[config.mk]
export PLATFORM = sky130hd
export DESIGN_NAME = fabosc_reset_sequencer
export DESIGN_NICKNAME = d
export VERILOG_FILES = /design/src/rtl/fabosc_reset_sequencer_pkg.sv /design/src/rtl/fabosc_reset_sequencer_reset_sync_cell.sv /design/src/rtl/fabosc_reset_sequencer.sv
export SDC_FILE = /design/constraint.sdc
export NUM_CORES = 1
export LEC_CHECK = 0
export CORE_ASPECT_RATIO = 1.25
export CORE_MARGIN = 3
export CORE_UTILIZATION = 25
export DETAILED_ROUTE_END_ITERATION = 10
export MAX_ROUTING_LAYER = met4
export PLACE_DENSITY_LB_ADDON = 0.1
export SYNTH_ARGS = -nofsm -noshare
export SYNTH_HDL_FRONTEND = slang
export SYNTH_SLANG_ARGS = --single-unit
export TNS_END_PERCENT = 10
[constraint.sdc]
create_clock -name CLK -period 2.2 [get_ports CLK]
set_input_delay 0.44 -clock CLK [delete_from_list [all_inputs] [get_ports CLK]]
set_output_delay 0.44 -clock CLK [all_outputs]
set_load 0.05 [all_outputs]
[src/rtl/fabosc_reset_sequencer_pkg.sv]
// Shared state codes and default timing constants
// for the fabric oscillator reset sequencer.
package fabosc_reset_sequencer_pkg;

    typedef enum logic [2:0] {
        ST_POR       = 3'd0,
        ST_WAIT_LOCK = 3'd1,
        ST_STRETCH   = 3'd2,
        ST_RUN       = 3'd3,
        ST_FAULT     = 3'd4
    } state_e;

    localparam int DEF_POR_CYCLES     = 1024;
    localparam int DEF_LOCK_TIMEOUT   = 50000;
    localparam int DEF_STRETCH_CYCLES = 256;
    localparam int DEF_SYNC_STAGES    = 2;
    localparam int DEF_CNT_WIDTH      = 17;

endpackage

[src/rtl/fabosc_reset_sequencer_reset_sync_cell.sv]
// Parameterized flop chain bringing an asynchronous level
// into the local clock domain; clears low on reset.
module reset_sync_cell #(
    parameter int STAGES = 2
) (
    input  logic clk,
    input  logic rst_n,
    input  logic d,
    output logic q
);

    logic [STAGES-1:0] chain;

    always_ff @(posedge clk or negedge rst_n) begin
        if (!rst_n) begin
            chain <= '0;
        end else begin
            chain <= {chain[STAGES-2:0], d};
        end
    end

    assign q = chain[STAGES-1];

endmodule

[src/rtl/fabosc_reset_sequencer.sv]
// Fabric reset sequencer: power-on hold, CCC lock wait,
// lock stretch and sticky lock-timeout flag.
module fabosc_reset_sequencer
    import fabosc_reset_sequencer_pkg::*;
#(
    parameter int POR_CYCLES     = DEF_POR_CYCLES,
    parameter int LOCK_TIMEOUT   = DEF_LOCK_TIMEOUT,
    parameter int STRETCH_CYCLES = DEF_STRETCH_CYCLES,
    parameter int SYNC_STAGES    = DEF_SYNC_STAGES,
    parameter int CNT_WIDTH      = DEF_CNT_WIDTH
) (
    input  logic       CLK,
    input  logic       RESETN,
    input  logic       EXT_RESET_N,
    input  logic       CCC_LOCK,
    output logic       FAB_RESET_N,
    output logic       READY,
    output logic       LOCK_FAULT,
    output logic [2:0] STATE
);

    localparam logic [CNT_WIDTH-1:0] POR_LAST  = CNT_WIDTH'(POR_CYCLES - 1);
    localparam logic [CNT_WIDTH-1:0] TO_LAST   = CNT_WIDTH'(LOCK_TIMEOUT - 1);
    localparam logic [CNT_WIDTH-1:0] STR_LAST  = CNT_WIDTH'(STRETCH_CYCLES - 1);

    logic ext_s;
    logic lock_s;

    state_e               state_q;
    state_e               state_nx;
    logic [CNT_WIDTH-1:0] cnt_q;
    logic [CNT_WIDTH-1:0] cnt_nx;
    logic                 fault_nx;
    logic                 run_nx;

    reset_sync_cell #(
        .STAGES(SYNC_STAGES)
    ) u_ext_sync (
        .clk  (CLK),
        .rst_n(RESETN),
        .d    (EXT_RESET_N),
        .q    (ext_s)
    );

    reset_sync_cell #(
        .STAGES(SYNC_STAGES)
    ) u_lock_sync (
        .clk  (CLK),
        .rst_n(RESETN),
        .d    (CCC_LOCK),
        .q    (lock_s)
    );

    always_ff @(posedge CLK or negedge RESETN) begin
        if (!RESETN) begin
            state_q     <= ST_POR;
            cnt_q       <= '0;
            FAB_RESET_N <= 1'b0;
            READY       <= 1'b0;
            LOCK_FAULT  <= 1'b0;
        end else begin
            state_q     <= state_nx;
            cnt_q       <= cnt_nx;
            FAB_RESET_N <= run_nx;
            READY       <= run_nx;
            LOCK_FAULT  <= fault_nx;
        end
    end

    // External reset wins over every state and clears the sticky fault
    always_comb begin
        state_nx = state_q;
        cnt_nx   = cnt_q;
        fault_nx = LOCK_FAULT;
        if (!ext_s) begin
            state_nx = ST_POR;
            cnt_nx   = '0;
            fault_nx = 1'b0;
        end else begin
            unique case (state_q)
                ST_POR: begin
                    if (cnt_q == POR_LAST) begin
                        state_nx = ST_WAIT_LOCK;
                        cnt_nx   = '0;
                    end else begin
                        cnt_nx = cnt_q + 1'b1;
                    end
                end
                ST_WAIT_LOCK: begin
                    if (lock_s) begin
                        state_nx = ST_STRETCH;
                        cnt_nx   = '0;
                    end else if (cnt_q == TO_LAST) begin
                        state_nx = ST_FAULT;
                        cnt_nx   = '0;
                        fault_nx = 1'b1;
                    end else begin
                        cnt_nx = cnt_q + 1'b1;
                    end
                end
                ST_STRETCH: begin
                    if (!lock_s) begin
                        state_nx = ST_WAIT_LOCK;
                        cnt_nx   = '0;
                    end else if (cnt_q == STR_LAST) begin
                        state_nx = ST_RUN;
                        cnt_nx   = '0;
                    end else begin
                        cnt_nx = cnt_q + 1'b1;
                    end
                end
                ST_RUN: begin
                    if (!lock_s) begin
                        state_nx = ST_WAIT_LOCK;
                        cnt_nx   = '0;
                    end
                end
                ST_FAULT: begin
                    if (lock_s) begin
                        state_nx = ST_STRETCH;
                        cnt_nx   = '0;
                    end
                end
                default: begin
                    state_nx = ST_POR;
                    cnt_nx   = '0;
                end
            endcase
        end
    end

    assign run_nx = (state_nx == ST_RUN);
    assign STATE  = state_q;

endmodule

-- Word level (Yosys, flattened, before mapping)
Cells that the tools add are included.
- multiplexer cells: 22
- equal/unequal tests: 13
- reduce and logical (&&, ||, !) cells: 3
- magnitude comparators: 0
- bitwise logic cells: 0
- multiply operators: 0
- div/mod/pow operators: 0
- $add $sub $neg: 1
- shift-type cells: 0
- operators by type and width (kind ; number):
    two-way mux 17 bit ; 8
    one-hot mux 17 bit (5 select lines) ; 1
    two-way mux 3 bit ; 8
    adder 17 x 1 -> 17 bit (second input constant) ; 1
    equality test 17 x 10 -> 1 bit (second input constant) ; 1
    equality test 17 x 16 -> 1 bit (second input constant) ; 1
    equality test 17 x 8 -> 1 bit (second input constant) ; 1
    one-hot mux 3 bit (5 select lines) ; 1
    equality test 3 x 2 -> 1 bit (second input constant) ; 3
    != test 2 bit (second input constant) ; 3
    two-way mux 1 bit ; 4
    equality test 3 x 1 -> 1 bit (second input constant) ; 1
    equality test 3 bit (second input constant) ; 1
    zero test 3 bit ; 1
    != test 3 x 2 -> 1 bit (second input constant) ; 1
    != test 3 bit (second input constant) ; 1
    AND reduction 3 bit ; 1
    AND reduction 2 bit ; 1
- ROM bits: 0
- bits of input ports: 4
- memories: 0
- word-level logic and storage cells: 45
- bits in registers: 26
- latch bits: 0
- output and inout port bits: 6
- memory bits (writable): 0

-- Depth between registers and ports, before layout
- depth in word-level cells: 6
- mapped depth: 7
- gate-level depth less buffers: 6

-- Cells and area by module
A second synthesis with hierarchy kept.
- cells, all modules: 166
- area total of the unflattened synthesis: 1529.0 um2
- by module, submodules not included (module ; times used ; sequential area each (um2) ; cells each ; area each (um2)):
    fabosc_reset_sequencer ; 1 ; 550.5 ; 162 ; 1428.9
    reset_sync_cell ; 2 ; 50.0 ; 2 ; 50.0

-- Worst setup path after synthesis
OpenSTA, ideal clock, no wires.
- kind: register to register
- from: register state_q[0] (netlist: STATE[0])
- to: register cnt_q[12]
- stages on the path, launching flop included: 7
- required time: 2.066 ns
- arrival: 2.003 ns
- slack: 0.063 ns
- buffers on the path: 1
- path through: dfrtp_1 > buf_2 > or4b_2 > a21boi_2 > nor4_1 > o21ai_0 > o21ai_1
- word-level cells in the longest chain between the ends: 3
- elaborated cells on any way between the ends: 10
- classes of those cells: 6 x eq/ne; 2 x mux; 2 x reduce/logical
- ends and longest elaborated chain (what ; RTL line ; text):
    from (decl) ; fabosc_reset_sequencer.sv:29 ; state_e state_q;
    from (signal assigned) ; fabosc_reset_sequencer.sv:62 ; state_q <= state_nx;
    equality test 3 bit (tied with other cells) ; fabosc_reset_sequencer.sv:80 ; unique case (state_q)
    one-hot mux 17 bit (5 select lines) (tied with other cells) ; fabosc_reset_sequencer.sv:80 ;
    two-way mux 17 bit or AND reduction 2 bit (tied branches) ; - ;
    to (signal assigned) ; fabosc_reset_sequencer.sv:63 ; cnt_q <= cnt_nx;
    to (decl) ; fabosc_reset_sequencer.sv:31 ; logic [CNT_WIDTH-1:0] cnt_q;
Parallel ways exist; a longest one is shown, timed or not.
A chain may end at the register's enable or synchronous reset.

-- Final worst setup path
- from: register cnt_q[12]
- to: register cnt_q[11]
- word-level cells in the longest chain between the ends: 5
- elaborated cells on any way between the ends: 10
- classes of those cells: 3 x eq/ne; 7 x mux
- ends and longest elaborated chain (what ; RTL line ; text):
    equality test 17 x 8 -> 1 bit or equality test 17 x 16 -> 1 bit (tied branches) ; fabosc_reset_sequencer.sv:105, fabosc_reset_sequencer.sv:93 ;
    two-way mux 17 bit, on equally long branches ; fabosc_reset_sequencer.sv:105, fabosc_reset_sequencer.sv:93 ;
    two-way mux 17 bit, on equally long branches ; fabosc_reset_sequencer.sv:102, fabosc_reset_sequencer.sv:90 ;
    one-hot mux 17 bit (5 select lines) (*) ; fabosc_reset_sequencer.sv:80 ;
    two-way mux 17 bit (*) ; fabosc_reset_sequencer.sv:75 ; if (!ext_s) begin
Every way passes the cells marked *; elsewhere a longest branch is shown, timed or not.

==> impl_results.rst <==
.. list-table::
   :header-rows: 1

   * - Metric
     - Value
   * - FF/Latch Area
     - 652 sq um
   * - Post-route worst hold slack
     - 0.366 ns
   * - Leakage power summed over all cells
     - 0.800 nW
   * - Die Width
     - 77.9 microns
   * - Timing-limited maximum frequency
     - 463 MHz
   * - Most frequent cells in the layout
     - 25 x sky130_fd_sc_hd__dfrtp_1, 23 x sky130_fd_sc_hd__buf_4, 21 x sky130_fd_sc_hd__nand2_1
   * - Pwr Density
     - 463 nW/um^2
   * - Tightest Pin Transition
     - 0.629 ns
   * - Final instance count without filler cells
     - 284
   * - Area inside the core boundary
     - 6210 sq um
   * - Critical-path top delay cell
     - sky130_fd_sc_hd__or4_4
   * - Buffer and inverter count on the worst path
     - 1
   * - Number of hold violations in the final report
     - 0
   * - Clock latency on the worst-skew pair
     - 0.28 ns
   * - Synth cell types
     - 46
   * - CTS tree
     - yes
   * - Critical Setup Path Class
     - flop to flop
   * - Starting density of the core
     - 0.260
   * - Clock period minus worst slack
     - 2.16 ns
   * - Number of inserted diodes
     - 0
   * - Total number of clock tree sinks
     - 26
   * - Worst vdd rail ir drop
     - 281 uV
   * - Switching Share
     - 0.209
   * - Crit path cell chain
     - or4_4 > nor4_4 > a21oi_4 > nor3_4 > buf_12 > o31ai_1
   * - Critical path required time
     - 2.35 ns
   * - Deepest clock path buffer count
     - 2
   * - Primary flip-flop cell chosen by synthesis mapping
     - sky130_fd_sc_hd__dfrtp_1
   * - Post-placement cell area
     - 1920 sq um
   * - Clock edge transition at the registers on the reported setup and hold paths
     - 0.10 ns
   * - Number of maximum-capacitance constraint violations
     - 0
   * - Gr ovfl total
     - 0
   * - Max Fanout on Critical Path
     - 10
   * - Final Instance Area
     - 2040 sq um
   * - Net count after synthesis
     - 176
   * - Combinational cell fraction of total power
     - 0.044
   * - Worst slew margin relative to its limit
     - 0.580
   * - CTS HTree Levels
     - 1
   * - Arrival @ worst endpoint
     - 2.31 ns
   * - Unrepaired setup endpoints after global routing
     - yes
   * - Synthesized flop and latch total
     - 26
   * - Switching power
     - 197 uW
   * - Clock share of power
     - 0.432
   * - Via count of the first global-routing pass
     - 1520
   * - Total instance count after detailed placement
     - 277
   * - Proportion of synthesized flip-flops having asynchronous set or reset
     - 1.00
   * - Ys Warns
     - 0
   * - Number of enable-type register cells in the synthesized netlist
     - 0
   * - Largest delay share family, worst path
     - simple AND/OR/NAND/NOR gates
   * - Wire length of the first global-routing pass
     - 7670 microns
   * - Total global routing track utilization
     - 0.138
   * - Worst hold path type
     - flop to flop
   * - Height of the die
     - 95.8 microns
   * - Final worst-path cycle share
     - 0.982
   * - Average footprint of a synthesized cell
     - 9.44 sq um
   * - Maximum number of pins on one net before global-route repair
     - 27
   * - Final-report setup violation count
     - 0
   * - Clock buffers created by TritonCTS
     - 3
   * - Detailed-route vias per instance
     - 5.09
   * - Part of the power in registers
     - 0.524
   * - Multi-input combinational cell area
     - 887 sq um
   * - Ports
     - 10
   * - Worst setup skew after layout
     - 0.00248 ns
   * - CTS Root Cell
     - sky130_fd_sc_hd__clkbuf_8
   * - Remaining number of nets flagged by the antenna check after routing
     - 0
   * - Most common cell after layout, fill and taps aside
     - sky130_fd_sc_hd__dfrtp_1
   * - End-of-flow core utilization
     - 0.328
   * - DRC Markers
     - 0
   * - Number of antenna violations at the first check in global routing
     - 0
   * - Count of standard-cell rows
     - 32
   * - Iteration-0 DRC Markers
     - 75
   * - Total power after layout
     - 943 uW
   * - Setup TNS after final layout
     - 0 ns
   * - Biggest cell delay along the critical path
     - 0.56 ns
   * - Gp weighted congestion
     - 0.855
   * - Post-detailed-route wirelength per cell
     - 16.3 microns
   * - Area of the die
     - 7460 sq um
   * - Kind of end point of the critical path
     - flop
   * - Number of vias in the routed layout
     - 1445
   * - Fill cells
     - 652
   * - Critical Path Start Type
     - flop
   * - First-pass DRT Iterations
     - 4
   * - Final WL
     - 4640 microns
   * - Fraction of layout instances using a drive strength above 1
     - 0.221
   * - Outcome
     - finished clean
   * - Count of nets after finishing
     - 205
   * - Gate count of the mapped netlist
     - 171
   * - Pint
     - 746 uW
   * - Area of the mapped netlist
     - 1610 sq um
   * - Post-detailed-placement half-perimeter wirelength
     - 3500 microns
   * - Final worst setup slack
     - 0.0393 ns
   * - Pre-CTS WS
     - 0.0899 ns
   * - Proportion of synthesized chip area in sequential cells
     - 0.403
   * - Synthesis-to-layout area growth
     - 26.2%
   * - Number of pins with negative max-slew slack in the final report
     - 0
   * - Number of buffer cells added on primary ports
     - 9
==> final cells by class <==
| type | instances | area share |
|---|---|---|
| multi-input combinational | 131 | 0.436 |
| sequential | 26 | 0.320 |
| timing repair buffer | 34 | 0.150 |
| clock inverter | 1 | 0.0147 |
| clock buffer | 3 | 0.0203 |
| tap | 85 | 0.0522 |
| inverter | 4 | 0.00737 |
==> worst reg2reg max path: stages (launching register included) <==
cell and delay [ns]:
sky130_fd_sc_hd__dfrtp_1 0.43, sky130_fd_sc_hd__or4_4 0.57, sky130_fd_sc_hd__nor4_4 0.37, sky130_fd_sc_hd__a21oi_4 0.14
sky130_fd_sc_hd__nor3_4 0.29, sky130_fd_sc_hd__buf_12 0.17, sky130_fd_sc_hd__o31ai_1 0.08
==> state kept, by name, summed over array words and instances, names as in the netlist <==
signal / count
cnt_q: 17
u_ext_sync.chain: 2
STATE: 3
LOCK_FAULT: 1
u_lock_sync.chain: 2
READY: 1
==> synth_stat cells, drive strengths merged (5+ instances only) <==
library cell	instances	area, sq um
nor3	5	36.3
or3	6	37.5
a22oi	5	37.5
nand4	7	43.8
and3	7	43.8
o31ai	12	104
buf	9	62.6
dfrtp	26	651
nand3	6	30.0
nand2	21	78.8
nor2	7	26.3
xor2	5	43.8
o21ai	11	55.1
==> cells by family (layout without fill, tap and decap cells) <==
kind of cell,after synthesis,in the layout,share of synthesized area
AOI/OAI and AO/OA,44,44,0.205
xor gates and xnor gates,9,9,0.0488
adders and majority gates,1,1,0.00775
buffers and inverters,14,42,0.0504
DFF,26,26,0.403
and+or+nand+nor,77,77,0.285
==> power groups by stage <==
stage | sequential (mW) | clock, mW | combinational [mW]
6_report | 0.495 | 0.407 | 0.0415
3_3_place_gp | 0.505 | 0 | 0.0396
2_1_floorplan | 0.500 | 0 | 0.0193
4_1_cts | 0.496 | 0.424 | 0.0404
5_1_grt | 0.496 | 0.439 | 0.0471
3_5_place_dp | 0.505 | 0 | 0.0402
==> timing repair <==
action                                  CTS  global route
gates resized for setup                   0             3
hold buffers                              0             0
buffers inserted                          0             3
endpoints found under the setup margin    0            13
==> path summary, 6_finish.rpt <==
check	startpoint	to	cells after the start	slack, ns
worst min register to register	u_ext_sync.chain[0]$_DFF_PN0_	u_ext_sync.chain[1]$_DFF_PN0_	0	0.37
worst max register to register	cnt_q[12]$_DFFE_PN0P_	cnt_q[11]$_DFFE_PN0P_	6	0.04
worst min-delay path	u_ext_sync.chain[0]$_DFF_PN0_	u_ext_sync.chain[1]$_DFF_PN0_	0	0.37
min in group asynchronous	RESETN	u_ext_sync.chain[1]$_DFF_PN0_	2	0.54
max in group asynchronous	RESETN	cnt_q[14]$_DFFE_PN0P_	2	1.38
worst max-delay path	cnt_q[12]$_DFFE_PN0P_	cnt_q[11]$_DFFE_PN0P_	6	0.04
==> metal layers <==
| layer | part of all wire | vias up | global-route usage | routed length, microns |
|---|---|---|---|---|
| met5 | 0 | - | - | 0 |
| met4 | 0.026 | 0 | 0.0668 | 120 |
| met3 | 0.023 | 8 | 0.0178 | 108 |
| met2 | 0.55 | 23 | 0.264 | 2560 |
| met1 | 0.40 | 711 | 0.138 | 1850 |
| li1 | - | 703 | - | - |
No activity file was read; power rests on OpenSTA's default activity.
